## src/rtl/pipe_stage_skid_pkg.sv

```systemverilog
// Shared types and constants for the reusable valid/ready pipeline stage.
package pipe_pkg;

  typedef enum logic [1:0] {
    EMPTY = 2'd0,
    ONE   = 2'd1,
    TWO   = 2'd2
  } skid_state_e;

  localparam logic [31:0] RV_NOP = 32'h0000_0013;

  // Default IF/ID bubble payload: pc 0 in the upper half, a NOP instruction below
  localparam logic [63:0] IFID_FLUSH_DATA = {32'h0000_0000, RV_NOP};

endpackage

```

## src/rtl/pipe_stage_skid_sat_counter.sv

```systemverilog
// Saturating event counter, cleared only by the synchronous reset.
module sat_counter #(
  parameter int unsigned W = 16
) (
  input  logic         i_clk,
  input  logic         i_reset,
  input  logic         i_inc,
  output logic [W-1:0] o_cnt
);

  logic [W-1:0] cnt_q;

  always_ff @(posedge i_clk) begin
    if (i_reset) begin
      cnt_q <= '0;
    end else if (i_inc && (cnt_q != {W{1'b1}})) begin
      cnt_q <= cnt_q + W'(1);
    end
  end

  assign o_cnt = cnt_q;

endmodule

```

## src/rtl/pipe_stage_skid.sv

```systemverilog
// Valid/ready pipeline register with optional 2-entry skid buffer, flush-to-bubble
// and saturating stall/flush performance counters.
module pipe_stage_skid
  import pipe_pkg::*;
#(
  parameter int unsigned       DATA_W     = 64,
  parameter logic [DATA_W-1:0] FLUSH_DATA = DATA_W'(IFID_FLUSH_DATA),
  parameter bit                SKID_EN    = 1'b1,
  parameter int unsigned       CNT_W      = 16
) (
  input  logic              i_clk,
  input  logic              i_reset,
  input  logic              i_flush,
  input  logic              i_vld,
  output logic              o_rdy,
  input  logic [DATA_W-1:0] i_data,
  output logic              o_vld,
  input  logic              i_rdy,
  output logic [DATA_W-1:0] o_data,
  output logic [CNT_W-1:0]  o_stall_cnt,
  output logic [CNT_W-1:0]  o_flush_cnt
);

  logic inFire;
  logic outFire;

  assign inFire  = i_vld & o_rdy;
  assign outFire = o_vld & i_rdy;

  if (SKID_EN) begin : gSkid
    skid_state_e       state_q, state_d;
    logic [DATA_W-1:0] mainData_q, mainData_d;
    logic [DATA_W-1:0] skidData_q, skidData_d;

    always_ff @(posedge i_clk) begin
      if (i_reset) begin
        state_q    <= EMPTY;
        mainData_q <= '0;
        skidData_q <= '0;
      end else begin
        state_q    <= state_d;
        mainData_q <= mainData_d;
        skidData_q <= skidData_d;
      end
    end

    // A flush wins over any handshake; a beat offered in that cycle is discarded
    always_comb begin
      state_d    = state_q;
      mainData_d = mainData_q;
      skidData_d = skidData_q;
      if (i_flush) begin
        state_d    = EMPTY;
        mainData_d = FLUSH_DATA;
      end else begin
        case (state_q)
          EMPTY: begin
            if (inFire) begin
              state_d    = ONE;
              mainData_d = i_data;
            end
          end
          ONE: begin
            if (inFire && outFire) begin
              mainData_d = i_data;
            end else if (inFire) begin
              state_d    = TWO;
              skidData_d = i_data;
            end else if (outFire) begin
              state_d = EMPTY;
            end
          end
          TWO: begin
            if (outFire) begin
              state_d    = ONE;
              mainData_d = skidData_q;
            end
          end
          default: begin
            state_d = EMPTY;
          end
        endcase
      end
    end

    assign o_vld  = (state_q != EMPTY);
    assign o_rdy  = (state_q != TWO);
    assign o_data = mainData_q;
  end else begin : gSingle
    logic              vld_q, vld_d;
    logic [DATA_W-1:0] mainData_q, mainData_d;

    always_ff @(posedge i_clk) begin
      if (i_reset) begin
        vld_q      <= 1'b0;
        mainData_q <= '0;
      end else begin
        vld_q      <= vld_d;
        mainData_q <= mainData_d;
      end
    end

    always_comb begin
      vld_d      = vld_q;
      mainData_d = mainData_q;
      if (i_flush) begin
        vld_d      = 1'b0;
        mainData_d = FLUSH_DATA;
      end else if (inFire) begin
        vld_d      = 1'b1;
        mainData_d = i_data;
      end else if (outFire) begin
        vld_d = 1'b0;
      end
    end

    assign o_vld  = vld_q;
    assign o_rdy  = ~vld_q | i_rdy;
    assign o_data = mainData_q;
  end

  // With the skid enabled the skid entry is only valid in TWO, so o_vld covers it
  sat_counter #(.W(CNT_W)) uStallCnt (
    .i_clk   (i_clk),
    .i_reset (i_reset),
    .i_inc   (o_vld & ~i_rdy),
    .o_cnt   (o_stall_cnt)
  );

  sat_counter #(.W(CNT_W)) uFlushCnt (
    .i_clk   (i_clk),
    .i_reset (i_reset),
    .i_inc   (i_flush & o_vld),
    .o_cnt   (o_flush_cnt)
  );

endmodule

```

## config.mk

```make
export PLATFORM = sky130hd
export DESIGN_NAME = pipe_stage_skid
export DESIGN_NICKNAME = d
export VERILOG_FILES = /design/src/rtl/pipe_stage_skid_pkg.sv /design/src/rtl/pipe_stage_skid_sat_counter.sv /design/src/rtl/pipe_stage_skid.sv
export SDC_FILE = /design/constraint.sdc
export NUM_CORES = 1
export LEC_CHECK = 0
export CELL_PAD_IN_SITES_DETAIL_PLACEMENT = 1
export CELL_PAD_IN_SITES_GLOBAL_PLACEMENT = 2
export CORE_MARGIN = 5
export CORE_UTILIZATION = 33
export CTS_CLUSTER_DIAMETER = 150
export DETAILED_ROUTE_END_ITERATION = 7
export HOLD_SLACK_MARGIN = 0.02
export PLACE_DENSITY_LB_ADDON = 0.12
export SKIP_CTS_REPAIR_TIMING = 1
export SLEW_MARGIN = 5
export SYNTH_ARGS = -nofsm -noshare
export SYNTH_HDL_FRONTEND = slang
export SYNTH_SLANG_ARGS = --single-unit
```

## constraint.sdc

```tcl
create_clock -name i_clk -period 5 [get_ports i_clk]
set_clock_uncertainty 0.2 [all_clocks]
set_input_delay 0.5 -clock i_clk [delete_from_list [all_inputs] [get_ports i_clk]]
set_output_delay 0.5 -clock i_clk [all_outputs]
set_load 0.01 [all_outputs]
```

### Yosys cells after proc, flatten, opt, wreduce, memory -nomap -nowiden

Cells that the tools add are included.

| cells by class | value |
|---|---|
| bitwise operators | 7 |
| eq/ne operators | 13 |
| add/subtract/negate cells | 2 |
| mux-type cells | 11 |
| reduce and logical (&&, ||, !) cells | 12 |

Operators with widths:

| cell | number |
|---|---|
| two-way mux 64 bit | 3 |
| case mux 64 bit (3 select lines) | 1 |
| adder 16 x 1 -> 16 bit (second input constant) | 2 |
| inequality test 16 bit (second input constant) | 2 |
| AND reduction 4 bit | 4 |
| inequality test 3 bit (second input constant) | 4 |
| two-way mux 2 bit | 5 |
| inequality test 2 bit (second input constant) | 5 |
| case mux 2 bit (3 select lines) | 1 |
| two-way mux 5 bit | 1 |
| AND 1 bit | 4 |
| nonzero test 4 bit | 1 |
| logical AND 1 bit | 3 |
| inverter 1 bit | 3 |
| nonzero test 3 bit | 1 |
| equality test 2 x 1 -> 1 bit (second input constant) | 1 |
| equality test 2 bit (second input constant) | 1 |
| logical NOT 2 bit | 1 |
| nonzero test 2 bit | 1 |
| OR reduction 2 bit | 1 |

| storage, ports and cells | value |
|---|---|
| bits in registers | 162 |
| input port bits | 69 |
| logic and storage cells | 51 |
| output and inout bits | 98 |

### Logic depth before layout (Yosys ltp)

| depth | value |
|---|---|
| depth in word-level cells | 6 |
| depth in mapped cells | 9 |
| mapped depth without buffers | 6 |

### By module

Synthesis repeated with hierarchy kept, for this count alone.

| unflattened totals | value |
|---|---|
| cells, all modules | 806 |
| area total of the unflattened synthesis | 7103.1 sq um |

Modules (own cells, without submodules):

| module | area an instance (sq um) | cells each | sequential area each (sq um) | instances |
|---|---|---|---|---|
| pipe_stage_skid | 5406.4 | 608 | 2602.5 | 1 |
| sat_counter | 848.3 | 99 | 320.3 | 2 |

### Least setup slack after synthesis

OpenSTA, ideal clock, no wires.

| timing path | value |
|---|---|
| path type | register -> register |
| start point | reg gSkid.state_q[0] |
| end point | reg uFlushCnt.cnt_q[14], in the netlist uFlushCnt.o_cnt[14] |
| arrival time | 1782 ps |
| setup time | 121 ps |
| clock period less this slack | 2103 ps |
| path buffers | 1 |
| stages on the path, launching flop included | 8 |
| path slack | 2897 ps |
| cells stage by stage | dfxtp_1 > inv_1 > ha_1 > buf_6 > nor2b_2 > nand4_1 > nor4_1 > mux2_2 |

| between the ends | value |
|---|---|
| longest elaborated chain between the ends | 3 |

Ends and longest elaborated chain:

| item | RTL line | text |
|---|---|---|
| start: declaration | pipe_stage_skid.sv:31 | `skid_state_e state_q, state_d;` |
| start signal: assignment | pipe_stage_skid.sv:41 | `state_q <= state_d;` |
| nonzero test 2 bit | pipe_stage_skid.sv:86 | `assign o_vld = (state_q != EMPTY);` |
| AND 1 bit | pipe_stage_skid.sv:133 | `.i_inc (i_flush & o_vld),` |
| logical AND 1 bit | pipe_stage_skid_sat_counter.sv:16 | `end else if (i_inc && (cnt_q != {W{1'b1}})) begin` |
| end signal: assignment | pipe_stage_skid_sat_counter.sv:17 | `cnt_q <= cnt_q + W'(1);` |
| end: declaration | pipe_stage_skid_sat_counter.sv:11 | `logic [W-1:0] cnt_q;` |

No other way between the ends.
A chain may end at the register's enable or synchronous reset.

### Final worst setup path

| timing path | value |
|---|---|
| start point | reg gSkid.state_q[0] |
| end point | reg gSkid.mainData_q[19], in the netlist o_data[19] |

| between the ends | value |
|---|---|
| longest elaborated chain between the ends | 5 |

Ends and longest elaborated chain:

| item | RTL line | text |
|---|---|---|
| inequality test 2 bit / nonzero test 2 bit (equally long branches) | pipe_stage_skid.sv:87, pipe_stage_skid.sv:86 |  |
| AND 1 bit (on tied branches) | pipe_stage_skid.sv:27, pipe_stage_skid.sv:28 |  |
| logical AND 1 bit | pipe_stage_skid.sv:64 | `if (inFire && outFire) begin` |
| inequality test 2 bit (no line) | - |  |
| AND reduction 4 bit (no line) | - |  |
| end signal: assignment | pipe_stage_skid.sv:42 | `mainData_q <= mainData_d;` |
| end: declaration | pipe_stage_skid.sv:32 | `logic [DATA_W-1:0] mainData_q, mainData_d;` |

Parallel ways exist; a longest one is shown, timed or not.

==> run summary <==
- outcome: finished clean
- final setup fails: 0
- number of global-route vias before repair: 7049
- Fmax achieved: 346 MHz
- type of the worst setup path: register to register
- commonest non-fill, non-tap cells in the layout: clkdlybuf4s50_1, dfxtp_1, nand2_1
- sequential cell area fraction in the yosys report: 0.438
- number of top-level pins: 167
- initial DRC count: 246
- number of flops mapped to enable cells by yosys: 0
- part of the cycle the worst path needs: 0.577
- Sw Share: 0.265
- Global Route Usage Sum: 0.181
- number of nets in the finished design: 1005
- Max H-tree Level: 4
- worst-case headroom to the max-slew limit: 0.193
- relative contribution of sequential cells to total power: 0.451
- drt pass-1 iters: 4
- routability-driven placement congestion ratio: 0.767
- library cell used as clock root buffer: clkbuf_16
- proportion of register bits with asynchronous set or reset after synthesis: 0
- Die Y-Extent: 160 µm
- worst min path class: input pin to register
- share of cells above drive strength 1: 0.136
- area of the core: 22000 µm²
- final wirelength: 23800 µm
- switching power: 795 µW
- shortest clock period the worst path allows after layout: 2.89 ns
- worst-path maximum fanout: 61
- static leakage power: 3.02 nW
- Post-Place Worst Slack: 1.77 ns
- Clock Latency Late Sink: 0.42 ns
- most common cell after layout, fill and taps aside: clkdlybuf4s50_1
- vias per cell: 5.36
- via count of the routed design: 6551
- launching point of the worst reg2reg path: gSkid.state_q[0]$_SDFFE_PP0P_
- total of flip-flops plus latches after synthesis: 162
- post-DR wirelength/cell: 19.5 µm
- actual transition at the worst max-transition pin: 1.21 ns
- Initial Util: 0.337
- Remaining DRCs: 0
- CP Data Required Time: 5.05 ns
- Min-Delay Startpoint: i_reset
- Power Internal: 2.21 mW
- post-synthesis to final-layout area growth: 31.5%
- synthesized netlist cell count: 802
- setup slack after layout: 2.11 ns
- HPWL reported at the end of detailed placement: 15200 µm
- port bufs: 166
- pin count of the biggest net entering global routing: 97
- die area: 25500 µm²
- number of distinct library cells after synthesis: 50
- critical path arrival: 2.93 ns
- number of warnings issued by yosys: 0
- number of pins exceeding their max-slew limit in the final report: 0
- Avg Inst Size Synth: 9.23 µm²
- first-pass GRT wire length: 37700 µm
- power density normalized to cell area: 309 nW/µm²
- Antenna Diode Count: 0
- unrepaired setup endpoints after global routing: false
- clock slew at reported path FFs: 0.07 ns
- total overflow reported by the global router: 0
- combinational share of power: 0.123
- post-synthesis cell area: 7400 µm²
- antenna-violating nets left: 0
- Num CTS Buffers: 17
- total of max-cap violations: 0
- part of the total power dissipated in the clock network: 0.426
- final hold violation count: 0
- total number of clock tree sinks: 162
- cell row count: 54
- Setup crit start: gSkid.state_q[0]$_SDFFE_PP0P_
- startpoint class of the critical path: register
- maximum resistive drop on vdd: 0.217 mV
- initial antenna violation count: 0
- main flop type after synthesis: dfxtp_1
- die span in x: 160 µm
- endpoint kind of the worst setup timing path: register
- Mapped Nets: 877
- worst-case clock buffer depth: 2
- CTS tree: done
- setup TNS after final layout: 0 ns
-- state kept, by name, indices dropped and copies added (netlist names) --
register	cells
o_data	64
uFlushCnt.o_cnt	16
uStallCnt.o_cnt	16
gSkid.skidData_q	64
gSkid.state_q	2
-- logic make-up (layout without fill, tap and decap cells) --
family / count (synthesis) / in the layout / share of synthesized area
buf+inv: 75 / 216 / 0.0522
xor+xnor: 2 / 2 / 0.00237
fa+ha+maj: 6 / 6 / 0.0101
compound gates: 187 / 187 / 0.202
flops: 162 / 162 / 0.438
simple gates: 298 / 298 / 0.196
mux: 72 / 72 / 0.0989
-- power by group through the flow --
stage	Clock [mW]	Sequential, mW	Combinational, mW
floorplan	0	1.39	0.196
global placement	0	1.38	0.362
detailed placement	0	1.38	0.373
CTS	1.32	1.35	0.375
global route	1.37	1.36	0.397
finish	1.28	1.35	0.369
-- layout make-up --
cell class | count | area, µm²
clock buffer | 19 | 443
timing repair buffer | 175 | 1730
inverter | 9 | 33.8
clock inverter | 13 | 128
fill | 2445 | 12200
tap | 280 | 350
sequential | 162 | 3240
multi-input combinational | 565 | 3800
-- through the flow --
step	cells	hold WS (ns)	power, mW	area, µm²	util
floorplan	802	0.233	1.59	7400	-
global placement	1191	0.239	1.74	9160	0.417
detailed placement	1191	0.247	1.76	9160	0.417
CTS	1223	0.129	3.04	9730	0.443
global route	1223	0.131	3.13	9730	0.443
finish	1223	0.142	3.00	9730	0.443
-- routing by layer --
layer	share of wire	up-vias	GRT usage
li1	-	3156	-
met1	0.45	3240	0.218
met2	0.49	127	0.320
met3	0.039	28	0.0469
met4	0.017	0	0.0485
met5	0	-	0
-- worst max-delay path, cell delays in order (launching register included) --
cell	delay [ns]
dfxtp_1	0.39
inv_1	0.12
ha_1	0.41
nor2b_2	0.30
and3_2	0.22
or2_4	0.88
a211oi_2	0.18
-- synthesized netlist by cell type (7+ instances only) --
library cell  count  area share
mux2_2            7       0.011
dfxtp_1         162        0.44
nand2_1         137       0.069
nand4_1           9      0.0076
or3_1            13       0.011
a21oi_1          87       0.059
inv_1             9      0.0046
buf_2            21       0.014
mux2i_1          63       0.085
nand3_1          11      0.0074
or4_1             7      0.0071
a211oi_2         60        0.10
nor3_1           66       0.045
o21ai_0           7      0.0047
buf_6             9       0.014
nor4_1            8      0.0068
o31ai_1           8      0.0081
clkbuf_1         27       0.014
nor2_1           14      0.0071
-- path summary, 6_finish.rpt --
path	end	slack [ns]	depth (start not counted)
worst max register to register	o_data[19]$_SDFFE_PP0P_	2.11	6
worst min register to register	gSkid.skidData_q[49]$_SDFFE_PP0P_	0.26	2
worst min-delay path	uStallCnt.o_cnt[14]$_SDFFE_PP0P_	0.14	2
worst max-delay path	o_data[19]$_SDFFE_PP0P_	2.11	6
Power figures use the tool's default switching activity.
